### src/rtl/fetch_npc_pkg.sv
// Shared fetch/decode constants: opcode and funct encodings, reset PC, nop.
package fetch_npc_pkg;

   localparam int unsigned XLEN = 32;

   localparam logic [XLEN-1:0] DEFAULT_RESET_PC = 32'h0000_3000;
   localparam logic [XLEN-1:0] NOP_INSTR        = 32'h0000_0000;

   localparam logic [5:0] OP_SPECIAL = 6'b000000;
   localparam logic [5:0] OP_J       = 6'b000010;
   localparam logic [5:0] OP_JAL     = 6'b000011;
   localparam logic [5:0] OP_BEQ     = 6'b000100;
   localparam logic [5:0] OP_BNE     = 6'b000101;

   localparam logic [5:0] FUNCT_JR   = 6'b001000;
   localparam logic [5:0] FUNCT_JALR = 6'b001001;

   // Control-transfer class of the instruction sitting in ID
   typedef enum logic [2:0] {
      CF_SEQ  = 3'd0,
      CF_BEQ  = 3'd1,
      CF_BNE  = 3'd2,
      CF_JUMP = 3'd3,
      CF_JREG = 3'd4
   } cf_kind_e;

   // Classify an instruction word by its opcode/funct fields
   function automatic cf_kind_e decode_cf(input logic [XLEN-1:0] instr);
      cf_kind_e kind;
      kind = CF_SEQ;
      case (instr[31:26])
         OP_BEQ:         kind = CF_BEQ;
         OP_BNE:         kind = CF_BNE;
         OP_J, OP_JAL:   kind = CF_JUMP;
         OP_SPECIAL: begin
            if (instr[5:0] == FUNCT_JR || instr[5:0] == FUNCT_JALR)
               kind = CF_JREG;
         end
         default:        kind = CF_SEQ;
      endcase
      return kind;
   endfunction

endpackage

### src/rtl/fetch_npc_npc_calc.sv
// Combinational next-PC selection for the branch/jump resolved in ID.
module npc_calc
   import fetch_npc_pkg::*;
(
   input  logic [31:0] pc,
   input  logic [31:0] id_pc,
   input  logic [31:0] id_instr,
   input  logic        equal,
   input  logic [31:0] rs_val,
   output logic [31:0] next_pc
);

   cf_kind_e    kind;
   logic [31:0] seq_pc;
   logic [31:0] br_target;
   logic [31:0] j_target;

   assign kind      = decode_cf(id_instr);
   assign seq_pc    = pc + 32'd4;
   // Branch target relative to the delay-slot address; wraps modulo 2^32
   assign br_target = id_pc + 32'd4 + {{14{id_instr[15]}}, id_instr[15:0], 2'b00};
   assign j_target  = {id_pc[31:28], id_instr[25:0], 2'b00};

   // Priority select of the fetch address for the next edge
   always_comb begin
      next_pc = seq_pc;
      case (kind)
         CF_BEQ:  if (equal)  next_pc = br_target;
         CF_BNE:  if (!equal) next_pc = br_target;
         CF_JUMP: next_pc = j_target;
         CF_JREG: next_pc = rs_val;
         default: next_pc = seq_pc;
      endcase
   end

endmodule

### src/rtl/fetch_npc.sv
// Fetch stage: PC register, IF/ID pipeline register and next-PC selection
// with a single architectural delay slot.
module fetch_npc
   import fetch_npc_pkg::*;
#(
   parameter logic [31:0] RESET_PC = DEFAULT_RESET_PC
)(
   input  logic        clk,
   input  logic        reset,
   input  logic        stall,
   input  logic [31:0] imem_instr,
   input  logic        equal,
   input  logic [31:0] rs_val,
   output logic [31:0] pc,
   output logic [31:0] id_instr,
   output logic [31:0] id_pc,
   output logic [31:0] id_pc8
);

   logic [31:0] next_pc;

   npc_calc u_npc_calc (
      .pc       (pc),
      .id_pc    (id_pc),
      .id_instr (id_instr),
      .equal    (equal),
      .rs_val   (rs_val),
      .next_pc  (next_pc)
   );

   // PC and IF/ID update; stalled cycles hold everything and drop any redirect
   always_ff @(posedge clk) begin
      if (reset) begin
         pc       <= RESET_PC;
         id_instr <= NOP_INSTR;
         id_pc    <= 32'h0000_0000;
      end else if (!stall) begin
         pc       <= next_pc;
         id_instr <= imem_instr;
         id_pc    <= pc;
      end
   end

   // Link address for jal/jalr
   assign id_pc8 = id_pc + 32'd8;

endmodule

### config.mk
export PLATFORM = sky130hd
export DESIGN_NAME = fetch_npc
export DESIGN_NICKNAME = d
export VERILOG_FILES = /design/src/rtl/fetch_npc_pkg.sv /design/src/rtl/fetch_npc_npc_calc.sv /design/src/rtl/fetch_npc.sv
export SDC_FILE = /design/constraint.sdc
export NUM_CORES = 1
export LEC_CHECK = 0
export ABC_AREA = 1
export CAP_MARGIN = 10
export CORE_ASPECT_RATIO = 0.6
export CORE_MARGIN = 3
export CORE_UTILIZATION = 55
export CTS_CLUSTER_SIZE = 12
export DETAILED_ROUTE_END_ITERATION = 10
export PLACE_DENSITY = 0.84
export REMOVE_ABC_BUFFERS = 1
export SLEW_MARGIN = 40
export SYNTH_ARGS = -nofsm -noshare
export SYNTH_HDL_FRONTEND = slang
export SYNTH_SLANG_ARGS = --single-unit
export TNS_END_PERCENT = 100
### constraint.sdc
create_clock -name clk -period 4.2 [get_ports clk]
set_input_delay 0.84 -clock clk [delete_from_list [all_inputs] [get_ports clk]]
set_output_delay 0.84 -clock clk [all_outputs]
set_load 0.01 [all_outputs]
Word-level counts from Yosys, hierarchy flattened:

Index checks and enable logic that the tools add are counted.

* flip-flop bits (word level): 96
* memories: 0
* RAM bits: 0
* input bits: 68
* latch bits: 0
* ROM bits: 0

* reduce and logical (&&, ||, !) cells: 3
* mux-type cells: 5
* bitwise operators: 0
* divide/modulo/power cells: 0
* multipliers: 0
* shift operators: 0
* add/subtract/negate cells: 4
* equality and inequality tests: 10
* magnitude comparators: 0

Operators by type and width (count)
* $pmux 32 s4: 1
* $add 32x3->32 const B: 2
* $mux 32: 2
* $add 32x32->32: 1
* $add 32x4->32 const B: 1
* $eq 6x2->1 const B: 2
* $eq 6x3->1 const B: 2
* $eq 6x4->1 const B: 2
* $pmux 3 s4: 1
* $eq 3x2->1 const B: 2
* $logic_not 6->1: 1
* $eq 3x1->1 const B: 1
* $eq 3x3->1 const B: 1
* $mux 3: 1
* $reduce_or 2->1: 1
* $logic_or 1x1->1: 1

Longest topological paths before layout:

Gate-level depths: netlist (run 1).

* depth in word-level cells: 6
* gate-level depth with buffers: 20

By module:

A second synthesis (run 1) with hierarchy kept.

* cell total of the unflattened synthesis: 1320
* area total of the unflattened synthesis: 8032.7 µm²

By module, submodules not included
* fetch_npc: area an instance 4060.1 µm², times used 1, cells each 573, sequential area each 1921.8 µm²
* npc_calc: area an instance 3972.6 µm², times used 1, cells each 747, sequential area each 0.0 µm²

Worst setup path after synthesis (run 1):

No wires, ideal clock.

* path type: reg2out
* from: register id_pc[3]
* to: output port id_pc8[27]
* setup slack: 1.485 ns
* cell stages (with the launch flop): 11
* arrival: 1.875 ns
* buffers on the path: 0
* cell sequence: dfxtp_1 ha_1 nand3_1 nor2_2 nand4_2 nor2_4 nand2_4 nor3_4 nand3_2 nor2_1 xor2_1

* word-level cells in the longest chain between the ends: 1

Ends and longest elaborated chain
* start: declaration: RTL line fetch_npc.sv:16 `output logic [31:0] id_pc,`
* start signal: assignment: RTL line fetch_npc.sv:40 `id_pc <= pc;`
* $add 32x4->32: RTL line fetch_npc.sv:45 `assign id_pc8 = id_pc + 32'd8;`
* end: declaration: RTL line fetch_npc.sv:17 `output logic [31:0] id_pc8`

Every way passes these cells.

Worst setup path in the final report (run 1):

Ends and elaborated chain as after synthesis.

==> results of run 1 <==
==> critical path, delay by kind of cell (launching register included) <==
family	cells	cell delay (ns)
XOR/XNOR	1	0.19
adder cells (fa/ha/maj)	1	0.25
buffers and inverters	1	0.56
flip-flops	1	0.44
AND/OR/NAND/NOR	8	1.17
==> worst paths after layout <==
check	from	end	slack (ns)	cells after the start
max	id_pc[3]	id_pc8[27]	0.40	11
min	id_instr[20]	id_instr[20]	0.47	2
max reg2reg	id_instr[15]	pc[31]	1.19	15
min reg2reg	id_instr[20]	id_instr[20]	0.47	2
==> per-layer routing <==
layer / GRT usage [%] / vias up / wire length, µm
li1: - / 4589 / -
met1: 54.2 / 4359 / 13500
met2: 55.1 / 568 / 12400
met3: 18.5 / 66 / 5090
met4: 7.40 / 2 / 644
met5: 0 / - / 7
==> cell usage in the layout, fill, tap and decap left out, types with 4 or more instances in the layout <==
| master | n |
|---|---|
| nand2_1 | 297 |
| clkdlybuf4s50_1 | 194 |
| nor2_1 | 161 |
| inv_1 | 148 |
| o21ai_0 | 103 |
| a21oi_1 | 101 |
| nand3_1 | 99 |
| dfxtp_1 | 96 |
| ha_1 | 59 |
| xor2_1 | 32 |
| nand4_1 | 26 |
| nor3_1 | 22 |
| inv_2 | 17 |
| xnor2_1 | 15 |
| o21ai_1 | 12 |
| buf_4 | 11 |
| nand3b_1 | 9 |
| clkbuf_16 | 9 |
| nor2_4 | 7 |
| nor4_1 | 5 |
| a32o_1 | 5 |
| a31oi_1 | 5 |
| o21bai_1 | 4 |
==> through the flow <==
stage / hold slack, ns / total power (µW) / util (%)
global route: 0.500 / 2930 / 74.6
CTS: 0.472 / 2800 / 74.5
floorplan: 0.489 / 1480 / -
finish: 0.475 / 2830 / 74.6
detailed placement: 0.460 / 1900 / 72.2
global placement: 0.454 / 1880 / 72.2
==> layout make-up <==
cell class                      instances  area [µm²]  share of cell area (%)
Clock buffer                            9         225                    2.16
Clock inverter                          7        95.1                   0.913
Sequential cell                        96        1920                    18.5
Tap cell                              192         240                    2.31
Inverter                              166         623                    5.99
Multi-Input combinational cell        989        5260                    50.5
Timing Repair Buffer                  207        2040                    19.6
==> cell families (layout without fill, tap and decap cells) <==
family | after synthesis | in the layout | share of synthesized area [%]
AND/OR/NAND/NOR | 644 | 644 | 35.4
buffers and inverters | 214 | 389 | 10.4
flip-flops | 96 | 96 | 24.0
XOR/XNOR | 47 | 47 | 5.14
adder cells (fa/ha/maj) | 60 | 60 | 9.46
AO/OA/AOI/OAI | 238 | 238 | 15.7
==> where the power goes <==
group          leakage [µW]  internal [µW]  switching (µW)
logic               0.00375            362             465
registers          0.000794            972             117
clock network      0.000157            484             427
total               0.00470           1820            1010
==> sequential cells by signal, summed over array words and instances, names as in the netlist <==
signal,count
pc,32
id_instr,32
id_pc,32
==> results.ini, run 1 <==
[route]
via_count = 9584
drtPass1Iterations = 6
wl_per_cell_um = 19.0
routed_via_density = 5.75
drt-total-wl_um = 31600
drc = 0
antenna_left = 0
first_iter_violations = 1252

[cells_and_area]
drive_above_1_share_pct = 4.82
syn_to_final_growth_pct = 29.9
antenna_cells = 0
instances_no_fill = 1666
stdcell_area_um2 = 10400
nNetsFinal = 1597
fill_cells = 1201

[placement]
dpl_worst_slack_ns = 0.806
dp_cells = 1649
hpwlAfterDp_um = 24700
postPlaceCellArea_um2 = 10100
port_buffers = 195
gp_congestion = 1.00

[sta]
setup_ws_ns = 0.398
setup_violations = 0
period_needed_ns = 3.80
max-slew-margin-rel_pct = 47.7
clock_skew_ns = 0.0151
hold_viol_final = 0
maxSlewViolCount = 0
post-route-period-util_pct = 90.5
worst_slew_pin_slew_ns = 0.777
rsz0062_at_grt = no
tns_ns = 0
fmax_ghz = 0.263

[logic_synthesis]
synth_ff_type = dfxtp_1
yosys-top-cells-area = dfxtp_1 (24%), nand2_1 (14%), ha_1 (9.2%)
synth-edff-count = 0
synth_top_area_share_pct = 24.0
synth_area_per_cell_um2 = 6.17
synth_largest_area_cell = dfxtp_1
yosys_warnings = 0
netlist_area_um2 = 8010
ys_async_sr_fraction_pct = 0
synth_commonest_cells = nand2_1 (297), nor2_1 (161), inv_1 (150)
seq_area_frac_synth_pct = 24.0
syn_inst = 1299
synth.distinct_cells = 42
synth.most_common_cell = nand2_1
synth_seq_cells = 96

[power_and_ir_drop]
power_density_nw_per_um2 = 272
power_leakage_uw = 0.00470
vdd_drop_max_mv = 0.232

[clock_tree]
cts_tree = built
cts_inserted_buffers = 9
cts-root-buf = clkbuf_16
htreeDepth = 3
insertion_delay_ns = 0.36
cts_resized = 0
ctsHoldBuffers = 0
clkTransAtPathRegs_ns = 0.09
cts.sinks = 96
clockBufferDepth = 2
cts_setup_buffers = 0

[worst_setup_path]
crit_path_end_kind = output pin
crit_fanout = 5
cp_cell_sequence = ha_1 -> nand3_1 -> nor2_2 -> nand4_2 -> nor2_4 -> nand2_4 -> nor3_4 -> nand3_2 -> nor2_1 -> xor2_1 -> clkdlybuf4s50_1
cp.required_ns = 3.36
max_stage_delay_ns = 0.56
critPathSlowestCell = clkdlybuf4s50_1
worstPathArrival_ns = 2.96
crit_type = reg -> out
cp-start-kind = flop

[global_routing]
grt_pass1_vias = 9046
track_usage_pct = 38.9
grt_pass1_wl_um = 49200
grt_max_degree = 52
antenna_found_initial = 1
overflow = 0

[status]
outcome = completed

[floorplanning]
coreArea_um2 = 14000
ios = 196
start_util_pct = 57.4
die_y_um = 99.5
floorplan.die_area_um2 = 16100
rows = 33
die_w_um = 162

[min_path]
hold_class = reg -> reg

[run]
max_cap_viol_count = 0

Note: power is estimated with default switching activity, not from simulation.
==> run 2: changes to the inputs <==
CTS_CLUSTER_DIAMETER = 200   (was not set)
==> results of run 2 <==
Final layout, timing and power as in run 1 (identical DEF).
==> run 3: changes to the inputs <==
CORE_UTILIZATION = 37   (was 55)
PLACE_DENSITY = 0.59   (was 0.84)
==> run 3 against run 2 <==
Critical path depth is the same. Sequential share of layout area shrank 0.099 points. Die area grew 46%. First-iteration DRC count shrank 29%. Combinational power shrank 1%. Via count shrank 3.4%. Clock skew shrank 0.0029 ns.
==> results.ini, run 3 (synthesis results as in run 1) <==
[status]
outcome = completed

[sta]
max-slew-margin-rel_pct = 43.6
fmax_ghz = 0.263
worst_slew_pin_slew_ns = 0.839
rsz0062_at_grt = no
tns_ns = 0
period_needed_ns = 3.80
maxSlewViolCount = 0
clock_skew_ns = 0.0122
hold_viol_final = 0
setup_violations = 0
post-route-period-util_pct = 90.6

[worst_setup_path]
crit_type = reg -> out
cp-start-kind = flop
cp.required_ns = 3.36
crit_path_end_kind = output pin
rrSetupSlack_ns = 1.04
crit_fanout = 5
worstPathArrival_ns = 2.96

[global_routing]
grt_pass1_vias = 8649
grt_max_degree = 64
antenna_found_initial = 0
grt_pass1_wl_um = 51100
overflow = 0
track_usage_pct = 28.4

[min_path]
hold_class = reg -> reg

[cells_and_area]
drive_above_1_share_pct = 4.49
antenna_cells = 0
nNetsFinal = 1594
stdcell_area_um2 = 10500
syn_to_final_growth_pct = 30.6
mostFrequentLayoutCell = nand2_1
reg_top3 = id_instr (32), id_pc (32), pc (32)
instances_no_fill = 1750
layout_common_cells = nand2_1 (297), clkdlybuf4s50_1 (194), nor2_1 (161)

[route]
wl_per_cell_um = 19.5
routed_via_density = 5.29
via_count = 9256
first_iter_violations = 894
drt-total-wl_um = 34100
antenna_left = 0
drtPass1Iterations = 5
drc = 0

[clock_tree]
ctsHoldBuffers = 0
clockBufferDepth = 2
cts_setup_buffers = 0
cts_tree = built
cts-root-buf = clkbuf_16
insertion_delay_ns = 0.37
clkTransAtPathRegs_ns = 0.07
cts.sinks = 96
cts_resized = 0
htreeDepth = 3
cts_inserted_buffers = 9

[run]
max_cap_viol_count = 0

[power_and_ir_drop]
clkPwrFrac_pct = 31.4
p_comb_share_pct = 29.4
power_leakage_uw = 0.00467
p_switching_uw = 981
cell_internal_pwr_uw = 1800
p_sw_share_pct = 35.3
finalPower_uw = 2780
seqPwrFrac_pct = 39.2
power_density_nw_per_um2 = 266
vdd_drop_max_mv = 0.184

[placement]
dp_cells = 1734
port_buffers = 195
postPlaceCellArea_um2 = 10200
gp_congestion = 0.951
hpwlAfterDp_um = 27200

[floorplanning]
rows = 41
coreArea_um2 = 21100
die_y_um = 120
die_w_um = 196
start_util_pct = 37.9
floorplan.die_area_um2 = 23500
ios = 196

## run 3: critical path: stages (launching register included)
cell	delay (ns)
dfxtp_1	0.43
ha_1	0.24
nand3_1	0.11
nor2_2	0.20
nand4_2	0.19
nor2_4	0.19
nand2_4	0.08
nor3_4	0.16
nand3_2	0.13
nor2_1	0.14
xor2_1	0.17
clkdlybuf4s50_1	0.57
## run 3: through the flow
step	worst slack, ns	utilization [%]	hold slack, ns
floorplan	1.43	-	0.489
global placement	0.899	48.1	0.458
detailed placement	0.781	48.1	0.466
CTS	0.404	49.5	0.477
global route	0.200	49.5	0.507
finish	0.396	49.5	0.476
## run 3: layer usage
layer  share of wire, %  vias to the layer above  global-route usage, %
li1                   -                     4596                      -
met1                 51                     4291                   45.0
met3                9.7                       21                   6.40
met5                  0                        -                      0
met4               0.65                        0                   3.87
met2                 39                      348                   39.1
## run 3: layout make-up
cell class / instances / area [µm²]
Inverter: 166 / 623
Fill cell: 2279 / 10700
Timing Repair Buffer: 204 / 2010
Sequential cell: 96 / 1920
Multi-Input combinational cell: 989 / 5260
Clock buffer: 11 / 233
Clock inverter: 5 / 65.1
Tap cell: 279 / 349
## run 3: final timing paths
kind	start	to	cells after the start
worst max register to register	id_instr[15]	pc[31]	13
worst min-delay path	id_instr[19]	id_instr[19]	2
worst min register to register	id_instr[19]	id_instr[19]	2
worst max-delay path	id_pc[4]	id_pc8[27]	11
## run 3: power by group through the flow
stage / Sequential (µW) / Combinational (µW) / Clock, µW
2_1_floorplan: 1100 / 380 / 0
3_3_place_gp: 1110 / 804 / 0
3_5_place_dp: 1110 / 801 / 0
4_1_cts: 1090 / 809 / 882
5_1_grt: 1100 / 891 / 921
6_report: 1090 / 816 / 873
